`src/rtl/bdpsk_pkg.sv`:
```
// Shared definitions for the BDPSK transmit path.
// Holds the framing state encoding, the default sync byte and symbol
// length used by the encoder controller, and a counter-width helper.
package bdpsk_pkg;

  typedef enum logic [2:0] {
    IDLE,
    PREAMBLE,
    SYNC,
    PAYLOAD,
    TAIL
  } state_t;

  localparam logic [7:0] SYNC_WORD_DEF  = 8'hA7;
  localparam int         SYMBOL_LEN_DEF = 128;

  // Bits needed to count 0..n-1; never less than 1.
  function automatic int clog2(input int n);
    int w;
    w = 1;
    while ((1 << w) < n) w++;
    return w;
  endfunction

endpackage

```
`src/rtl/bdpsk_symbol_timer.sv`:
```
// Symbol timer: counts clocks within a symbol and flags the last one.
// Ports:
//   clk, reset : clock, synchronous active-high reset
//   en         : count while high (frame in progress)
//   clr        : restart at 0 on the next clock (frame start)
//   strobe     : en && counter at SYMBOL_LEN-1
module bdpsk_symbol_timer
  import bdpsk_pkg::*;
#(
  parameter int SYMBOL_LEN = SYMBOL_LEN_DEF
) (
  input  logic clk,
  input  logic reset,
  input  logic en,
  input  logic clr,
  output logic strobe
);

  localparam int            CW   = clog2(SYMBOL_LEN);
  localparam logic [CW-1:0] LAST = CW'(SYMBOL_LEN - 1);

  logic [CW-1:0] sym_cnt;

  always_ff @(posedge clk) begin
    if (reset || clr)
      sym_cnt <= '0;
    else if (en)
      sym_cnt <= (sym_cnt == LAST) ? '0 : sym_cnt + CW'(1);
  end

  // Wrap coincides with the carrier table period, so the next symbol
  // (and any phase flip) starts on a table wrap.
  assign strobe = en && (sym_cnt == LAST);

endmodule

```
`src/rtl/bdpsk_frame_scheduler.sv`:
```
// BDPSK frame scheduler: builds preamble / sync / payload / tail,
// differentially encodes each raw bit and holds it on tx_bit for one
// symbol period.
// Ports:
//   clk, reset        : clock, synchronous active-high reset
//   start, frame_len  : frame request and payload byte count (IDLE only)
//   s_data/s_valid/s_ready : upstream payload byte handshake
//   tx_bit, tx_en     : encoded symbol and frame-active flag to encoder
//   sym_strobe        : last clock of each symbol
//   busy, done        : frame in progress / one-cycle end pulse
//   underrun          : sticky payload starvation flag
module bdpsk_frame_scheduler
  import bdpsk_pkg::*;
#(
  parameter int         SYMBOL_LEN    = SYMBOL_LEN_DEF,
  parameter int         PREAMBLE_BITS = 16,
  parameter logic [7:0] SYNC_WORD     = SYNC_WORD_DEF,
  parameter int         TAIL_BITS     = 4
) (
  input  logic       clk,
  input  logic       reset,
  input  logic       start,
  input  logic [7:0] frame_len,
  input  logic [7:0] s_data,
  input  logic       s_valid,
  output logic       s_ready,
  output logic       tx_bit,
  output logic       tx_en,
  output logic       sym_strobe,
  output logic       busy,
  output logic       done,
  output logic       underrun
);

  localparam logic [15:0] PRE_LAST  = 16'(PREAMBLE_BITS - 1);
  localparam logic [15:0] TAIL_LAST = 16'(TAIL_BITS - 1);

  state_t      state;
  logic [15:0] bit_cnt;    // symbol index within the current section
  logic [7:0]  shreg;      // remaining bits of the sync/payload byte, MSB next
  logic [7:0]  hold;       // one-entry payload holding buffer
  logic        hold_full;
  logic [8:0]  fetched;    // bytes accepted or written off as underrun
  logic [7:0]  len;
  logic [7:0]  byte_idx;   // payload bytes moved into shreg so far

  logic       start_acc;
  logic       xfer;
  logic       boundary;
  logic       ur_take;
  logic [7:0] next_byte;

  assign start_acc = (state == IDLE) && start;
  assign s_ready   = busy && !hold_full && (fetched < {1'b0, len});
  assign xfer      = s_valid && s_ready;

  // Byte boundary: last bit of SYNC or of a payload byte with payload left.
  always_comb begin
    boundary  = 1'b0;
    ur_take   = 1'b0;
    next_byte = hold_full ? hold : 8'h00;
    if (sym_strobe && (state == SYNC || state == PAYLOAD) &&
        bit_cnt == 16'd7 && byte_idx < len) begin
      boundary = 1'b1;
      ur_take  = !hold_full;
    end
  end

  bdpsk_symbol_timer #(.SYMBOL_LEN(SYMBOL_LEN)) u_timer (
    .clk    (clk),
    .reset  (reset),
    .en     (busy),
    .clr    (start_acc),
    .strobe (sym_strobe)
  );

  // tx_bit doubles as the differential encoder state d while busy.
  always_ff @(posedge clk) begin
    if (reset) begin
      state     <= IDLE;
      bit_cnt   <= '0;
      shreg     <= '0;
      hold      <= '0;
      hold_full <= 1'b0;
      fetched   <= '0;
      len       <= '0;
      byte_idx  <= '0;
      tx_bit    <= 1'b0;
      tx_en     <= 1'b0;
      busy      <= 1'b0;
      done      <= 1'b0;
      underrun  <= 1'b0;
    end else begin
      done <= 1'b0;
      if (state == IDLE) begin
        if (start) begin
          state     <= PREAMBLE;
          bit_cnt   <= '0;
          len       <= frame_len;
          byte_idx  <= '0;
          fetched   <= '0;
          hold_full <= 1'b0;
          underrun  <= 1'b0;
          busy      <= 1'b1;
          tx_en     <= 1'b1;
          tx_bit    <= 1'b1;   // first preamble '1' against d=0
        end
      end else begin
        if (sym_strobe) begin
          case (state)
            PREAMBLE: begin
              tx_bit <= tx_bit ^ (bit_cnt == PRE_LAST ? SYNC_WORD[7] : 1'b1);
              if (bit_cnt == PRE_LAST) begin
                state   <= SYNC;
                bit_cnt <= '0;
                shreg   <= {SYNC_WORD[6:0], 1'b0};
              end else begin
                bit_cnt <= bit_cnt + 16'd1;
              end
            end
            SYNC, PAYLOAD: begin
              if (bit_cnt != 16'd7) begin
                bit_cnt <= bit_cnt + 16'd1;
                tx_bit  <= tx_bit ^ shreg[7];
                shreg   <= {shreg[6:0], 1'b0};
              end else begin
                bit_cnt <= '0;
                if (boundary) begin
                  state     <= PAYLOAD;
                  byte_idx  <= byte_idx + 8'd1;
                  tx_bit    <= tx_bit ^ next_byte[7];
                  shreg     <= {next_byte[6:0], 1'b0};
                  hold_full <= 1'b0;
                  if (ur_take) underrun <= 1'b1;
                end else begin
                  state <= TAIL;   // raw 0: line holds
                end
              end
            end
            TAIL: begin
              if (bit_cnt == TAIL_LAST) begin
                state   <= IDLE;
                bit_cnt <= '0;
                busy    <= 1'b0;
                tx_en   <= 1'b0;
                tx_bit  <= 1'b0;
                done    <= 1'b1;
              end else begin
                bit_cnt <= bit_cnt + 16'd1;
              end
            end
            default: ;
          endcase
        end
        // Only reachable with hold empty, so it overrides the boundary drain.
        if (xfer) begin
          hold      <= s_data;
          hold_full <= 1'b1;
        end
        fetched <= fetched + {8'd0, xfer} + {8'd0, ur_take};
      end
    end
  end

endmodule

```
`config.mk`:
```
export PLATFORM = sky130hd
export DESIGN_NAME = bdpsk_frame_scheduler
export DESIGN_NICKNAME = d
export VERILOG_FILES = /design/src/rtl/bdpsk_pkg.sv /design/src/rtl/bdpsk_symbol_timer.sv /design/src/rtl/bdpsk_frame_scheduler.sv
export SDC_FILE = /design/constraint.sdc
export NUM_CORES = 1
export LEC_CHECK = 0
export ABC_AREA = 0
export ABC_CLOCK_PERIOD_IN_PS = 6400
export CAP_MARGIN = 10
export CORE_MARGIN = 2
export CORE_UTILIZATION = 60
export CTS_CLUSTER_SIZE = 30
export DETAILED_ROUTE_END_ITERATION = 7
export GPL_TIMING_DRIVEN = 0
export PLACE_DENSITY = 0.81
export SETUP_SLACK_MARGIN = 0.1
export SLEW_MARGIN = 25
export SYNTH_ARGS = -nofsm -noshare
export SYNTH_HDL_FRONTEND = slang
export SYNTH_HIERARCHICAL = 1
export SYNTH_SLANG_ARGS = --single-unit
```
`constraint.sdc`:
```
create_clock -name clk -period 6.4 [get_ports clk]
set_input_delay 1.28 -clock clk [delete_from_list [all_inputs] [get_ports clk]]
set_output_delay 1.28 -clock clk [all_outputs]
set_load 0.05 [all_outputs]
```
==> results of run 1 <==
==> metrics by stage <==
step | hold WS [ns] | area (sq um) | cells | util [%] | setup slack [ns]
floorplan | 0.4363 | 3805 | 470 | - | 1.708
global placement | 0.4468 | 4161 | 573 | 66.68 | 2.035
detailed placement | 0.4475 | 4161 | 573 | 66.68 | 2.032
CTS | 0.4576 | 4385 | 589 | 70.27 | 1.970
global route | 0.4881 | 4385 | 589 | 70.27 | 1.654
finish | 0.4603 | 4385 | 589 | 70.27 | 1.893
==> kinds of logic after synthesis <==
logic type	synth area share, %
compound gates	16.44
mux	4.078
simple gates	26.51
buf+inv	5.031
flops	37.36
fa+ha+maj	6.445
xor+xnor	4.143
==> report_power, final <==
group          internal (mW)  leakage (nW)  total [mW]  switching [mW]
Combinational          0.155         0.917       0.481           0.325
Clock                  0.241         0.114       0.410           0.170
Sequential             0.472         0.574       0.492          0.0197
==> final timing paths <==
kind	from	to	slack, ns	cells after the start
max reg2reg	u_timer/sym_cnt[0]$_SDFFE_PP0P_	fetched[8]$_SDFFE_PP0P_	1.89	16
min	len[5]$_SDFFE_PP0P_	len[5]$_SDFFE_PP0P_	0.46	2
max	u_timer/sym_cnt[0]$_SDFFE_PP0P_	fetched[8]$_SDFFE_PP0P_	1.89	16
min reg2reg	len[5]$_SDFFE_PP0P_	len[5]$_SDFFE_PP0P_	0.46	2
==> Yosys cell counts, types with 2 or more instances <==
cell type / number
a211oi_1: 5
a21o_1: 2
a21oi_1: 42
a311oi_1: 5
and3_1: 10
buf_2: 6
clkbuf_1: 18
dfxtp_1: 71
ha_1: 18
inv_1: 19
mux2_2: 4
mux2i_1: 11
nand2_1: 50
nand2b_1: 6
nand3_1: 24
nand3b_1: 3
nand4_1: 7
nor2_1: 59
nor2b_1: 6
nor3_1: 9
nor4_1: 5
o2111ai_1: 2
o211ai_1: 4
o21a_1: 3
o21ai_0: 17
o311ai_0: 2
o31ai_1: 4
o41ai_1: 3
or3_1: 6
or4_1: 8
xnor2_1: 10
xor2_1: 8
==> sequential cells by signal, summed over array words and instances, names as in the netlist, 3 cells and up <==
name and cells:
bit_cnt 16, byte_idx 8, fetched 9, hold 8, len 8, shreg 7, state 3, u_timer/sym_cnt 7
==> worst max-delay path, cell delays in order, from the launching register on <==
cell and delay (ns):
dfxtp_1 0.39, ha_1 0.25, nand4_1 0.20, nor3_1 0.88, nor2b_1 0.21, o21ai_0 0.10
a21oi_1 0.41, and4_1 0.37, nor2b_1 0.27, fa_1 0.24, ha_1 0.18, nand3_1 0.11
nor2_1 0.15, and3_1 0.23, nand3_1 0.10, mux2_2 0.27, nor2_1 0.07
==> metal layers <==
metal | vias to the layer above | global-route usage (%)
met3 | 21 | 5.440
met2 | 99 | 43.78
met5 | - | 0
met1 | 1650 | 35.09
met4 | 0 | 10.12
li1 | 1743 | -
==> layout make-up <==
| class | count | area (sq um) | share of cell area, % |
|---|---|---|---|
| inverter | 20 | 75.07 | 1.712 |
| buffer | 26 | 116.4 | 2.653 |
| timing repair buffer | 26 | 260.3 | 5.934 |
| multi-input combinational | 353 | 2192 | 49.99 |
| clock buffer | 13 | 158.9 | 3.623 |
| tap | 77 | 96.34 | 2.197 |
| sequential | 71 | 1421 | 32.41 |
| clock inverter | 3 | 65.06 | 1.484 |
==> out/qor.txt, run 1 <==
Syn avg cell area = 8.096 sq um
Top_reg_cell synth = dfxtp_1
Via Count = 3513
WL/cell = 15.49 um
#FFs+latches synth = 71
Reg clk slew, reported paths = 0.08 ns
Mapped Nets = 509
# IOs = 27
Cell variety after synth = 55
Cell area after synthesis = 3805 sq um
FFs w/ async S/R, synth = 0%
Leakage power figure = 1.605 nW
Hold/Removal Path Class = reg -> reg
Post-DP HPWL = 6514 um
Htree depth = 3
Post-CTS Setup Inserts = 0
Commonest cells after routing, fill and taps aside = dfxtp_1, nor2_1, nand2_1, a21oi_1, clkdlybuf4s50_1
Endpoint class of the critical path = register
Final nets = 546
Core Region = 6241 sq um
Status = finished, final reports clean
Post-synth EDFFs = 0
Setup-failing EPs final = 0
Yosys top cell area share = 37.36%
Max Cap Viol = 0
Num Clock Sinks = 71
Total track usage = 26.81%
Post_cts resized = 0
Synthesis Warnings = 6
Iter 0 DRT Violations = 281
Clock skew = 0.009680 ns
Worst vdd ir = 0.2068 mV
Share of cells above drive strength 1 = 6.836%
Req. time, crit path = 6.68 ns
Top Layer Used = met4
Detail Route Antenna Nets = 0
ANT cells = 0
Critical path arrival = 4.79 ns
Die Y = 83.64 um
Die area = 6995 sq um
Top cells by area, synth = dfxtp_1, ha_1, nor2_1, a21oi_1, nand2_1
M1 WL = 4094 um
Slew headroom = 29.60%
Routed WL = 9124 um
DR WL met2 = 4273 um
CTS Buf Count = 9
CTS tree = built
Post-route clock period utilization = 70.41%
Port buffer count = 26
Tmin final = 4.507 ns
Worst setup SP type = register
Max Slew Vio Count = 0
Initial antenna violation count = 0
Horiz. Die Dim = 83.64 um
Final Hold Vio Count = 0
Overflow after GRT = 0
CTS Buffer Depth = 2
Total Power = 1.383 mW
CTS root buffer = clkbuf_8
Cells after Synth = 470
Pwr dens = 315.3 nW/um^2
Crit path max fanout = 8
Unrepaired setup endpoints after global routing = no
Largest net degree at the start of global routing = 12
Average via count per standard cell = 5.964
Critical path class = reg -> reg
Commonest non-fill, non-tap cell in the layout = dfxtp_1
Layout area overhead = 15.26%
FP Rows = 29
DRC Markers = 0
Clock latency at the later pin of the worst-skew pair = 0.35 ns
Number of global-route vias before repair = 3290
Starting Density = 60.97%
TritonRoute pass-1 iters = 4
Setup TNS = 0 ns
Hold Buf Count CTS = 0
Largest area contributor in the netlist = dfxtp_1
Fmax = 0.2219 GHz
Sequential area share after synthesis = 37.36%
Fill cell count = 520
Final Wtd Congestion = 0.8851
Met3 wire length = 527 um
Slew @ Worst Pin = 1.048 ns
Global-route wire length before repair = 15400 um
No activity file was read; power rests on OpenSTA's default activity.
==> run 2: changes to the inputs <==
ABC_CLOCK_PERIOD_IN_PS = 4200   (was 6400)
CORE_UTILIZATION = 59   (was 60)
PLACE_DENSITY = 0.8   (was 0.81)
clock period = 4.2 ns   (was 6.4 ns; I/O delays follow)
==> run 2 against run 1 <==
Effect of this change: register-to-register slack worse by 1.4 ns; critical path depth unchanged; cell count up 0.17%; flip-flop and latch count unchanged; worst setup slack worse by 1.4 ns; fmax up 20%; sequential power up 52%; via count down 0.26%; largest cell class unchanged.
==> out/qor.txt, run 2 (synthesis results as in run 1) <==
Status = finished, final reports clean
Final cell count without fillers = 590 (+0.17%)
Clock latency at the later pin of the worst-skew pair = 0.36 ns (about the same)
CTS root buffer = clkbuf_8
Hold/Removal Path Class = reg -> reg
Max Cap Viol = 0 (unchanged)
Final Hold Vio Count = 0 (unchanged)
Setup TNS = 0 ns (unchanged)
Detail Route Antenna Nets = 0 (unchanged)
# IOs = 27 (unchanged)
Port buffer count = 26 (unchanged)
Die area = 7107 sq um (+1.6%)
Num Clock Sinks = 71 (unchanged)
Top flop regs = bit_cnt x16, fetched x9
Met3 Use GR = 5.703% (+0.26 points)
Worst vdd ir = 0.3340 mV (+62%)
Number of global-route vias before repair = 3337 (+1.4%)
Iter 0 DRT Violations = 261 (-7.1%)
Commonest non-fill, non-tap cell in the layout = dfxtp_1
Pwr dens = 488.0 nW/um^2 (+55%)
Sequential share of power = 34.6% (-0.9 points)
Clk network pwr share = 31.1% (+1.4 points)
CTS tree = built
GRT busiest layer = met2
Core Region = 6277 sq um (+0.58%)
Setup-failing EPs final = 0 (unchanged)
Share of cells above drive strength 1 = 7.992% (+1.2 points)
DRC Markers = 0 (unchanged)
Top reg by flops = bit_cnt
ANT cells = 0 (unchanged)
FP Rows = 29 (unchanged)
Fill cell count = 515 (-0.96%)
WL/cell = 15.36 um (-0.86%)
Via Count = 3504 (-0.26%)
Average via count per standard cell = 5.939 (-0.43%)
Req. time, crit path = 4.49 ns (-2.19 ns)
Fmax = 0.2674 GHz (+20%)
Initial antenna violation count = 0 (unchanged)
Die Y = 84.31 um (+0.80%)
Routed WL = 9061 um (-0.69%)
Clock skew = 0.01003 ns (+0.0003552 ns)
Critical path cell sequence = buf_2 -> nand2_1 -> nor3_4 -> nor2b_1 -> o21ai_0 -> a21oi_2 -> and4_1 -> nor2b_1 -> fa_1 -> ha_1 -> nand3_1 -> nor2_1 -> and3_1 -> nand3_1 -> mux2_2 -> nor2_1
Register area = 1421 sq um (unchanged)
Reg clk slew, reported paths = 0.07 ns (about the same)
Sw Pwr = 0.8000 mW (+55%)
Max Slew Vio Count = 0 (unchanged)
Slew @ Worst Pin = 0.6655 ns (-0.3825 ns)
TritonRoute pass-1 iters = 5 (+1)
Horiz. Die Dim = 84.31 um (+0.80%)
Slew headroom = 55.59% (+26 points)
Crit path max fanout = 8 (unchanged)
Unrepaired setup endpoints after global routing = no
Critical path arrival = 4.03 ns (-0.76 ns)
Multi-input combinational cell area = 2213 sq um (+0.97%)
Post-route clock period utilization = 89.05% (+19 points)
Critical path class = reg -> reg
Htree depth = 3 (unchanged)
Dpl cells = 573 (unchanged)
Switching Share = 36.96% (-0.27 points)
Post-DP HPWL = 6601 um (+1.3%)
Final nets = 547 (+0.18%)
Tmin final = 3.740 ns (-0.7666 ns)
Worst setup SP type = register
Layout area overhead = 16.57%
Leakage power figure = 1.637 nW (+2.0%)
CTS Buffer Depth = 2 (unchanged)
Max FFs per register = 16 (unchanged)
Comb pwr share = 34.2% (-0.6 points)
Grt met1 use = 34.45% (-0.64 points)
Endpoint class of the critical path = register
Internal = 1.364 mW (+57%)
Commonest cells after routing, fill and taps aside = dfxtp_1, nor2_1, nand2_1, a21oi_1, clkdlybuf4s50_1
Met2 Use GR = 44.66% (+0.88 points)
Total track usage = 26.85% (+0.038 points)
CP peak stage delay = 0.53 ns (-0.35 ns)
Global-route wire length before repair = 15430 um (+0.18%)
Largest net degree at the start of global routing = 13 (+1)
Overflow after GRT = 0 (unchanged)
Final Wtd Congestion = 0.8871 (+0.23%)
CTS Buf Count = 9 (unchanged)
Starting Density = 60.61% (-0.35 points)
CP max-delay cell = dfxtp_1
==> run 2: cell type report <==
cell class              count  area share (%)
clock inverters             6           2.426
well taps                  77           2.172
inverters                  20           1.693
repair buffers             27           6.037
flip-flops and latches     71           32.05
plain buffers              26           2.623
clock buffers              10           3.103
multi-input cells         353           49.90
==> run 2: power groups by stage <==
stage	clock network (mW)	registers (mW)	logic, mW
after floorplan	0	0.776	0.506
after global placement	0	0.762	0.703
after detailed placement	0	0.764	0.722
after CTS	0.673	0.748	0.731
after global routing	0.706	0.755	0.816
final	0.674	0.750	0.741
==> run 2: worst paths after layout <==
path | start | to | slack, ns | depth (start not counted)
max reg2reg | busy$_SDFFE_PP0P_ | fetched[8]$_SDFFE_PP0P_ | 0.46 | 16
min reg2reg | len[5]$_SDFFE_PP0P_ | len[5]$_SDFFE_PP0P_ | 0.46 | 2
max | busy$_SDFFE_PP0P_ | fetched[8]$_SDFFE_PP0P_ | 0.46 | 16
min | len[5]$_SDFFE_PP0P_ | len[5]$_SDFFE_PP0P_ | 0.46 | 2
==> run 2: per-stage QoR <==
step                hold WS (ns)  utilization, %  worst slack, ns  cell area [sq um]  total power [mW]
floorplan                 0.4363               -           0.3279               3816             1.283
global placement          0.4450           66.47           0.2004               4173             1.465
detailed placement        0.4538           66.47           0.1496               4173             1.486
CTS                       0.4660           70.38           0.1243               4418             2.152
global route              0.4851           70.66           0.1612               4436             2.277
finish                    0.4630           70.66           0.4600               4436             2.164
==> run 2: layer usage <==
| layer | routed length (um) | vias to the layer above |
|---|---|---|
| li1 | - | 1750 |
| met3 | 400 | 13 |
| met5 | 0 | - |
| met2 | 4311 | 86 |
| met4 | 155 | 0 |
| met1 | 4194 | 1655 |
==> run 2: worst max-delay path, delay by kind of cell (launching register included) <==
kind,cells,cell delay [ns]
and+or+nand+nor,10,1.77
DFF,1,0.53
adders and majority gates,2,0.43
AOI/OAI and AO/OA,2,0.40
muxes,1,0.27
buffers and inverters,1,0.26
==> run 2: repair_timing <==
item	CTS	global route
resized for setup	0	1
buffers inserted	0	1
endpoints found under the setup margin	0	3
hold buffers	0	0
